--- src/rtl/iotdf_pkg.sv ---
// Shared constants for the iotdf streaming filter: function-select codes
// and the byte-wise FIR coefficients.
package iotdf_pkg;

  // fn_sel codes; 3'b111 also means passthrough and falls to the default arm.
  localparam logic [2:0] FN_PASS = 3'b000;
  localparam logic [2:0] FN_G2B  = 3'b001;
  localparam logic [2:0] FN_B2G  = 3'b010;
  localparam logic [2:0] FN_FIR  = 3'b011;
  localparam logic [2:0] FN_MAX  = 3'b100;
  localparam logic [2:0] FN_MIN  = 3'b101;
  localparam logic [2:0] FN_AVG  = 3'b110;

  // y[n] = (C0*x[n] + C1*x[n-1] + C2*x[n-2] + RND) >> SHIFT
  localparam int unsigned FIR_C0    = 5;
  localparam int unsigned FIR_C1    = 9;
  localparam int unsigned FIR_C2    = 2;
  localparam int unsigned FIR_RND   = 8;
  localparam int unsigned FIR_SHIFT = 4;

  // Reduction modes accumulate over a batch instead of producing a result per word.
  function automatic logic is_reduction(input logic [2:0] fn);
    return (fn == FN_MAX) || (fn == FN_MIN) || (fn == FN_AVG);
  endfunction

endpackage

--- src/rtl/iotdf_fir.sv ---
// Byte-wise 3-tap FIR across the bytes of one word, MSB byte first.
// Taps before the first byte of the word are zero; nothing carries between words.
module iotdf_fir
  import iotdf_pkg::*;
#(
  parameter  int BYTES = 16,
  localparam int W     = 8 * BYTES
) (
  input  logic [W-1:0] din,
  output logic [W-1:0] dout
);

  // Two zero taps prepended so every output byte uses the same expression.
  always_comb begin
    logic [7:0]  taps [BYTES+2];
    logic [11:0] sum;
    // NOTE: every combinational output gets a default first so no path can infer a latch.
    dout    = '0;
    sum     = '0;
    taps[0] = '0;
    taps[1] = '0;
    for (int n = 0; n < BYTES; n++) begin
      taps[n+2] = din[W-1-8*n -: 8];
    end
    // The 12-bit sum peaks at 16*255+8, so it never overflows.
    for (int n = 0; n < BYTES; n++) begin
      sum = 12'(FIR_C0) * {4'd0, taps[n+2]}
          + 12'(FIR_C1) * {4'd0, taps[n+1]}
          + 12'(FIR_C2) * {4'd0, taps[n]}
          + 12'(FIR_RND);
      dout[W-1-8*n -: 8] = 8'(sum >> FIR_SHIFT);
    end
  end

endmodule

--- src/rtl/iotdf_stream.sv ---
// Streaming IoT data filter: assembles bytes into W-bit words (MSB first),
// then applies a per-word transform or a per-batch max/min/avg reduction.
// One busy cycle follows every completed word; results are registered.
module iotdf_stream
  import iotdf_pkg::*;
#(
  parameter  int BYTES = 16,
  parameter  int BATCH = 8,
  localparam int W     = 8 * BYTES
) (
  input  logic         clk,
  input  logic         rst,
  input  logic         in_en,
  input  logic [7:0]   iot_in,
  input  logic [2:0]   fn_sel,
  output logic         busy,
  output logic         valid,
  output logic [W-1:0] iot_out
);

  localparam int LB = $clog2(BATCH);
  localparam int CW = $clog2(BYTES);
  localparam int AW = W + LB;

  localparam logic [0:0] ST_COLLECT = 1'b0;
  localparam logic [0:0] ST_PROC    = 1'b1;

  logic [0:0]    state;
  logic [CW-1:0] byte_cnt;
  logic [W-9:0]  word;        // first BYTES-1 bytes; the last byte comes straight from iot_in
  logic [2:0]    word_mode;
  logic [2:0]    prev_mode;
  logic [LB-1:0] batch_cnt;
  logic [AW-1:0] acc;

  logic          capture, last_byte, reduce, restart, batch_done;
  logic [2:0]    mode_now;
  logic [W-1:0]  full_word, fir_out, word_result;
  logic [LB-1:0] cnt_eff;
  logic [AW-1:0] acc_eff, acc_next;

  // Bit i of the binary value is the XOR of all gray bits at or above i.
  function automatic logic [W-1:0] gray_to_bin(input logic [W-1:0] g);
    logic [W-1:0] b;
    for (int i = 0; i < W; i++) b[i] = ^(g >> i);
    return b;
  endfunction

  assign busy      = (state == ST_PROC);
  assign capture   = in_en && (state == ST_COLLECT);
  assign last_byte = capture && (byte_cnt == CW'(BYTES - 1));
  // Mode is taken live on byte 0 and from the held copy afterwards.
  assign mode_now  = (byte_cnt == '0) ? fn_sel : word_mode;
  assign full_word = {word, iot_in};
  assign reduce    = is_reduction(mode_now);

  iotdf_fir #(.BYTES(BYTES)) u_fir (
    .din  (full_word),
    .dout (fir_out)
  );

  // Next batch accumulator; a mode change restarts the batch at this word.
  always_comb begin
    restart    = (mode_now != prev_mode);
    cnt_eff    = restart ? '0 : batch_cnt;
    acc_eff    = restart ? '0 : acc;
    batch_done = (cnt_eff == LB'(BATCH - 1));
    acc_next   = acc_eff;
    case (mode_now)
      FN_MAX:  if (cnt_eff == '0 || AW'(full_word) > acc_eff) acc_next = AW'(full_word);
      FN_MIN:  if (cnt_eff == '0 || AW'(full_word) < acc_eff) acc_next = AW'(full_word);
      FN_AVG:  acc_next = acc_eff + AW'(full_word);
      default: acc_next = acc_eff;
    endcase
  end

  // Result selection for the word completing this edge.
  always_comb begin
    word_result = full_word;
    case (mode_now)
      FN_G2B:         word_result = gray_to_bin(full_word);
      FN_B2G:         word_result = full_word ^ (full_word >> 1);
      FN_FIR:         word_result = fir_out;
      FN_MAX, FN_MIN: word_result = acc_next[W-1:0];
      FN_AVG:         word_result = acc_next[AW-1:LB];
      default:        word_result = full_word;
    endcase
  end

  // Capture FSM, batch state and the registered output.
  always_ff @(posedge clk or negedge rst) begin
    if (!rst) begin
      state     <= ST_COLLECT;
      byte_cnt  <= '0;
      word      <= '0;
      word_mode <= FN_PASS;
      prev_mode <= FN_PASS;
      batch_cnt <= '0;
      acc       <= '0;
      valid     <= 1'b0;
      iot_out   <= '0;
    end else begin
      // NOTE: state registers use non-blocking assignments so every flop sees pre-edge values.
      valid <= 1'b0;
      case (state)
        ST_PROC: state <= ST_COLLECT;
        default: begin
          if (capture) begin
            if (byte_cnt == '0) word_mode <= fn_sel;
            if (last_byte) begin
              byte_cnt  <= '0;
              word      <= '0;
              state     <= ST_PROC;
              prev_mode <= mode_now;
              if (!reduce) begin
                valid   <= 1'b1;
                iot_out <= word_result;
              end else if (batch_done) begin
                batch_cnt <= '0;
                acc       <= '0;
                valid     <= 1'b1;
                iot_out   <= word_result;
              end else begin
                batch_cnt <= cnt_eff + 1'b1;
                acc       <= acc_next;
              end
            end else begin
              byte_cnt <= byte_cnt + 1'b1;
              word     <= full_word[W-9:0];
            end
          end
        end
      endcase
    end
  end

endmodule
--- config.mk ---
export PLATFORM = sky130hd
export DESIGN_NAME = iotdf_stream
export DESIGN_NICKNAME = d
export VERILOG_FILES = /design/src/rtl/iotdf_pkg.sv /design/src/rtl/iotdf_fir.sv /design/src/rtl/iotdf_stream.sv
export SDC_FILE = /design/constraint.sdc
export NUM_CORES = 2
export LEC_CHECK = 0
export ABC_AREA = 1
export BUFFER_PORTS_ARGS = -buffer_cell sky130_fd_sc_hd__buf_2
export CAP_MARGIN = 10
export CORE_MARGIN = 2
export CORE_UTILIZATION = 30
export CTS_CLUSTER_SIZE = 20
export DETAILED_ROUTE_END_ITERATION = 10
export GPL_TIMING_DRIVEN = 1
export PLACE_DENSITY_LB_ADDON = 0.3
export SYNTH_ARGS = -nofsm -noshare
export SYNTH_HDL_FRONTEND = slang
export SYNTH_HIERARCHICAL = 1
export SYNTH_SLANG_ARGS = --single-unit
--- constraint.sdc ---
create_clock -name clk -period 13.9 [get_ports clk]
set_input_delay 1.39 -clock clk [delete_from_list [all_inputs] [get_ports clk]]
set_output_delay 1.39 -clock clk [all_outputs]
set_load 0.02 [all_outputs]
# Word level (Yosys, flattened, before mapping)
# Cells that the tools add are included.
# totals
word_cells	264
inputBits	14
ff_bits	394
# classes
muxes	21
addsub	48
n_lt_le_gt_ge	2
n_reduce_logical	141
eq_ne	10
n_bitwise	2
mul	31
# ops
op	count
128-bit XOR reduction	128
128-bit case mux with 5 select lines	1
131-bit two-way mux	4
131-bit case mux with 3 select lines	1
128-bit two-way mux	2
11-bit by 12-bit adder with 12-bit output	15
12-bit by 4-bit adder with 12-bit output, second input constant	15
4-bit by 8-bit multiplier with 12-bit output, first input constant	15
3-bit by 8-bit multiplier with 11-bit output, first input constant	16
12-bit by 9-bit adder with 12-bit output	14
131-bit by 128-bit adder with 131-bit output	1
128-bit by 131-bit > comparator with 1-bit output	1
128-bit by 131-bit less-than comparator with 1-bit output	1
128-bit by 127-bit bitwise XOR with 128-bit output	1
120-bit two-way mux	1
11-bit by 4-bit adder with 12-bit output, second input constant	1
3-bit equality test, second input constant	4
3-bit two-way mux	3
1-bit two-way mux	8
4-bit AND reduction	2
3-bit by 2-bit equality test with 1-bit output, second input constant	2
4-bit by 1-bit adder with 4-bit output, second input constant	1
4-bit equality test, second input constant	1
4-bit logical NOT	1
other kinds (12)	16

# Depth between registers and ports, before layout
# logic_depth
ltp_word	11
depth_mapped	38
ltp_nobuf	35

# Cells and area by module
# The synthesis kept the hierarchy.
# modules_own_cells
module	instances	area_per_inst_um2	seq_area_each_um2	cells_each
iotdf_stream	1	48141.2	9859.5	7812
iotdf_fir	1	19921.6	0.0	2540

# Worst setup path after synthesis
# Ideal clock, no wire load.
# synth_path
path_type	input port to flip-flop
start	in fn_sel[1]
end	reg iot_out[99]
path_slack_ps	8671
t_arrival_ps	5112
path_buffers	5
path_stages	30
cell_sequence	nand3_1 nand2_1 nand2_1 nand2_1 nand3_2 clkbuf_1 buf_1 buf_1 nor2_1 inv_1 ha_1 nand2_1 nor2_1 nand3_1 nor4_1 nand2_1 nor3b_1 nand4_1 nand3_1 buf_2 buf_1 nand3_1 nand3_1 nand2_1 inv_1 nand3_1 nand3_1 nand3_1 nand2_1 nand2_1
# synth_via
elab_chain_cells	10
word_cells_on_any_way	28
cone_classes	add/sub (1); order compare (2); eq/ne (9); mux (9); reduce/logical (7)
# synth_lines
item	line_no	text
start: declaration	iotdf_stream.sv:15	input logic [2:0] fn_sel,
3-bit two-way mux (*)	--	
3-bit inequality test	iotdf_stream.sv:64	restart = (mode_now != prev_mode);
131-bit two-way mux or 3-bit two-way mux (tied branches)	iotdf_stream.sv:66, iotdf_stream.sv:65	
128-bit by 131-bit less-than comparator with 1-bit output (tied with other cells)	iotdf_stream.sv:71	FN_MIN: if (cnt_eff == '0 || AW'(full_word) < acc_eff) acc_next = AW'(full_word);
1-bit logical OR (on tied branches)	iotdf_stream.sv:71, iotdf_stream.sv:70	
131-bit two-way mux (on tied branches)	iotdf_stream.sv:71, iotdf_stream.sv:70	
131-bit case mux with 3 select lines	iotdf_stream.sv:69	case (mode_now)
128-bit case mux with 5 select lines	iotdf_stream.sv:80	case (mode_now)
128-bit two-way mux	iotdf_stream.sv:118	end else if (batch_done) begin
128-bit two-way mux	iotdf_stream.sv:115	if (!reduce) begin
end signal: assignment	iotdf_stream.sv:117	iot_out <= word_result;
end signal: assignment	iotdf_stream.sv:122	iot_out <= word_result;
end: declaration	iotdf_stream.sv:18	output logic [W-1:0] iot_out
# Mark *: on every way between the ends. The rest lies on a longest branch, timed or not. The select of a mux whose other input is x is not followed.
# A chain may end at the register's enable or synchronous reset.

# Worst setup path after layout
# layout_path
start	reg byte_cnt[0]
end	reg iot_out[71]
# layout_via
elab_chain_cells	11
word_cells_on_any_way	31
cone_classes	add/sub (1); order compare (2); eq/ne (10); mux (9); reduce/logical (9)
# layout_lines
item	line_no	text
start: declaration	iotdf_stream.sv:29	logic [CW-1:0] byte_cnt;
start signal: assignment	iotdf_stream.sv:128	byte_cnt <= byte_cnt + 1'b1;
4-bit logical NOT	iotdf_stream.sv:53	assign mode_now = (byte_cnt == '0) ? fn_sel : word_mode;
3-bit two-way mux	--	
3-bit inequality test	iotdf_stream.sv:64	
131-bit two-way mux or 3-bit two-way mux (tied branches)	iotdf_stream.sv:66, iotdf_stream.sv:65	
128-bit by 131-bit less-than comparator with 1-bit output (tied with other cells)	iotdf_stream.sv:71	
1-bit logical OR (on tied branches)	iotdf_stream.sv:71, iotdf_stream.sv:70	
131-bit two-way mux (on tied branches)	iotdf_stream.sv:71, iotdf_stream.sv:70	
131-bit case mux with 3 select lines	iotdf_stream.sv:69	
128-bit case mux with 5 select lines	iotdf_stream.sv:80	
128-bit two-way mux	iotdf_stream.sv:118	
128-bit two-way mux	iotdf_stream.sv:115	
# Parallel ways exist; a longest one is shown, timed or not. The select of a mux whose other input is x is not followed.

==> impl_metrics.toml <==
[cts]
clk_latency_ns = 0.70
post-cts-setup-buffers = 0
numCtsBuffers = 51
cts-root-buf = "clkbuf_16"
cts_hold_repair.buffers = 0
cts_tree = "yes"
clk_pin_slew_ns = 0.06
cts_resized = 0
htreeDepth = 2
clockBufferDepth = 3
clock-sinks = 394

[sta]
slew_headroom_pct = 4.403
setup_viol = 0
timing.fmax_mhz = 113.5
worstMarginPinSlew_ns = 1.419
fin_tns_setup_ns = 0
slew_viol_final = 0
fin_skew_ns = 0.05419
hold_violations = 0
fin_crit_sh_pct = 63.41
holdWs_ns = 0.4725
setup_slack_ns = 5.086
fin_crit_ns = 8.814
rsz0062_at_grt = "false"

[die]
die_x_um = 480.3
core_area_um2 = 225100
start_util_pct = 30.24
rows = 174
die_h_um = 480.3
die_area_um2 = 230700
io_pins = 144

[final_layout]
final_nets = 11530
drive_above_1_share_pct = 5.499
syn_to_final_growth_pct = 9.725

[drt]
first_iter_violations = 7522
drc = 0
routed_wl_um = 336300
ant_nets = 0
wire_per_inst_um = 25.00
dr.pass1.iters = 9
vias = 71110
vias_per_cell = 5.285

[setup_path]
cp_max_fo = 66
crit_required_ns = 14.52
endpoint_kind = "flip-flop"
critical_path.max_stage_delay_ns = 0.90
worst_path_max_delay_cell = "nand2_2"
worstPathArrival_ns = 9.44
startpoint_type = "flip-flop"
cp_common_cell = "nand2_1"
critPathKind = "flip-flop to flip-flop"

[synthesis]
ys_types = 61
synth_edf_count = 0
async_reset_ff_share_pct = 100.0
synth_adder_area_share_pct = 23.50
ys_seq_area_share_pct = 14.49
syn-num-nets = 11470
ys_dominant_reg_cell = "dfrtp_1"
yosys_warnings = 6
synth-xor-area-share_pct = 10.02
synth_cells = 10350
ys_ff_latch = 394
netlist_area_um2 = 68060
yosys.area_share.simple_pct = 25.51
synth_top_family_by_area = "simple AND/OR/NAND/NOR gates"
synthMuxAreaShare_pct = 0
synth_compound_area_share_pct = 12.85
synth.avg_cell_area_um2 = 6.575

[grt]
grt_start_max_net_pins = 135
grt_pass1_vias = 67690
grt_overflow_total = 0
track_usage_pct = 28.34
grt_pass1_wl_um = 479600
grt_antenna_before_repair = 11

[placement]
place_ws_ns = 4.669
place_hpwl_um = 268300
port_buffers = 143
gp_congestion = 1.082

[worst_hold_path]
hold_class = "flip-flop to flip-flop"

[job]
max_cap_violations = 0

[run_status]
outcome = "completed"
## critical path: cells and delay by family, from the launching register on
family          cells  cell delay (ns)
compound gates      1             0.22
buf+inv             7             1.68
fa+ha+maj           2             0.65
simple gates       22             5.57
flops               1             0.41
## synth_stat cells, types with 8 or more instances
cell       count  area (um^2)
or2_2         34        212.7
clkbuf_1     205        769.5
inv_1       2162         8115
o211a_1        8        80.08
nand2_2       71        444.2
xnor2_2        8        130.1
a21o_1        16        120.1
o21ai_0      417         2087
a21oi_1      697         3488
a221oi_1      15        131.4
o22ai_1      122        763.2
nand4_1       88        550.5
dfrtp_1      394         9859
xor2_1       239         2093
nor2_1       818         3070
o2111ai_1     37        324.1
buf_1         50        187.7
nand3_1      855         4279
nor4_1        13        81.33
o21a_1        32        240.2
fa_1         294         5886
a31oi_1       38        237.7
a21boi_0      11        82.58
nand2_1     2056         7717
nor3_1        74        370.4
o21bai_1      40        300.3
nand2_4       10        112.6
nor2_2        16        100.1
buf_2         34        170.2
xor2_2        11        178.9
nand3b_1      36        270.3
o211ai_1      52        390.4
a211oi_1      42        315.3
ha_1         808        10110
xnor2_1      495         4335
## flip-flops by register name, summed over array words and instances, names as in the netlist
| register | count |
|---|---|
| acc | 131 |
| iot_out | 128 |
| word | 120 |
| byte_cnt | 4 |
| batch_cnt | 3 |
| prev_mode | 3 |
| word_mode | 3 |
| busy | 1 |
| valid | 1 |
## kinds of logic (layout without fill, tap and decap cells)
logic type,count (synthesis),after routing
other cells,1,6
flops,394,394
compound gates,1549,1549
fa+ha+maj,1102,1102
simple gates,4092,4092
xor+xnor,756,756
buf+inv,2458,2563
## layer usage
layer	share of wire, %	GRT usage [%]	wire [um]
met3	10	5.737	33890
met5	0.015	0	49
met4	5.9	13.83	20000
met1	42	38.11	140100
met2	42	43.05	142200
## final timing paths
check,from,endpoint,slack (ns),depth (start not counted)
worst max-delay path,byte_cnt[0]$_DFFE_PN0P_,iot_out[71]$_DFFE_PN0P_,5.09,32
worst min-delay path,iot_out[44]$_DFFE_PN0P_,iot_out[44]$_DFFE_PN0P_,0.47,2
worst max register to register,byte_cnt[0]$_DFFE_PN0P_,iot_out[71]$_DFFE_PN0P_,5.09,32
worst min register to register,iot_out[44]$_DFFE_PN0P_,iot_out[44]$_DFFE_PN0P_,0.47,2
max in group asynchronous,rst,iot_out[126]$_DFFE_PN0P_,10.84,3
min in group asynchronous,rst,iot_out[44]$_DFFE_PN0P_,0.74,1
## cells in the final DEF (no fill, tap or decap), drive strengths merged, types with 36 or more instances in the layout
| cell type | synthesis | final |
|---|---|---|
| inv | 2165 | 2167 |
| nand2 | 2137 | 2137 |
| nand3 | 856 | 856 |
| nor2 | 836 | 836 |
| ha | 808 | 808 |
| a21oi | 697 | 697 |
| xnor2 | 506 | 506 |
| o21ai | 421 | 421 |
| dfrtp | 394 | 394 |
| buf | 85 | 301 |
| fa | 294 | 294 |
| xor2 | 250 | 250 |
| o22ai | 122 | 122 |
| nand4 | 88 | 88 |
| nor3 | 74 | 74 |
| clkbuf | 205 | 63 |
| o211ai | 52 | 52 |
| a211oi | 42 | 42 |
| o21bai | 40 | 40 |
| or2 | 40 | 40 |
| a31oi | 38 | 38 |
| o2111ai | 37 | 37 |
| nand3b | 36 | 36 |
## stage by stage
stage | util [%] | std cells | area [um^2]
5_1_grt | 33.17 | 13450 | 74670
3_3_place_gp | 32.33 | 13350 | 72790
2_1_floorplan | - | 10350 | 68060
6_report | 33.18 | 13450 | 74680
3_5_place_dp | 32.34 | 13350 | 72790
4_1_cts | 33.17 | 13450 | 74660
## layout make-up
cell class	instances	area, um^2
Fill cell	25320	150400
Multi-Input combinational cell	7500	49080
Sequential cell	394	9859
Inverter	2168	8154
Tap cell	2992	3744
Timing Repair Buffer	301	1962
Clock buffer	63	1391
Clock inverter	31	475.5
Antenna cell	5	12.51
Power is left out: the tool's default activity adds up to more than one toggle a clock period on the data nets, which glitch-free logic cannot reach.
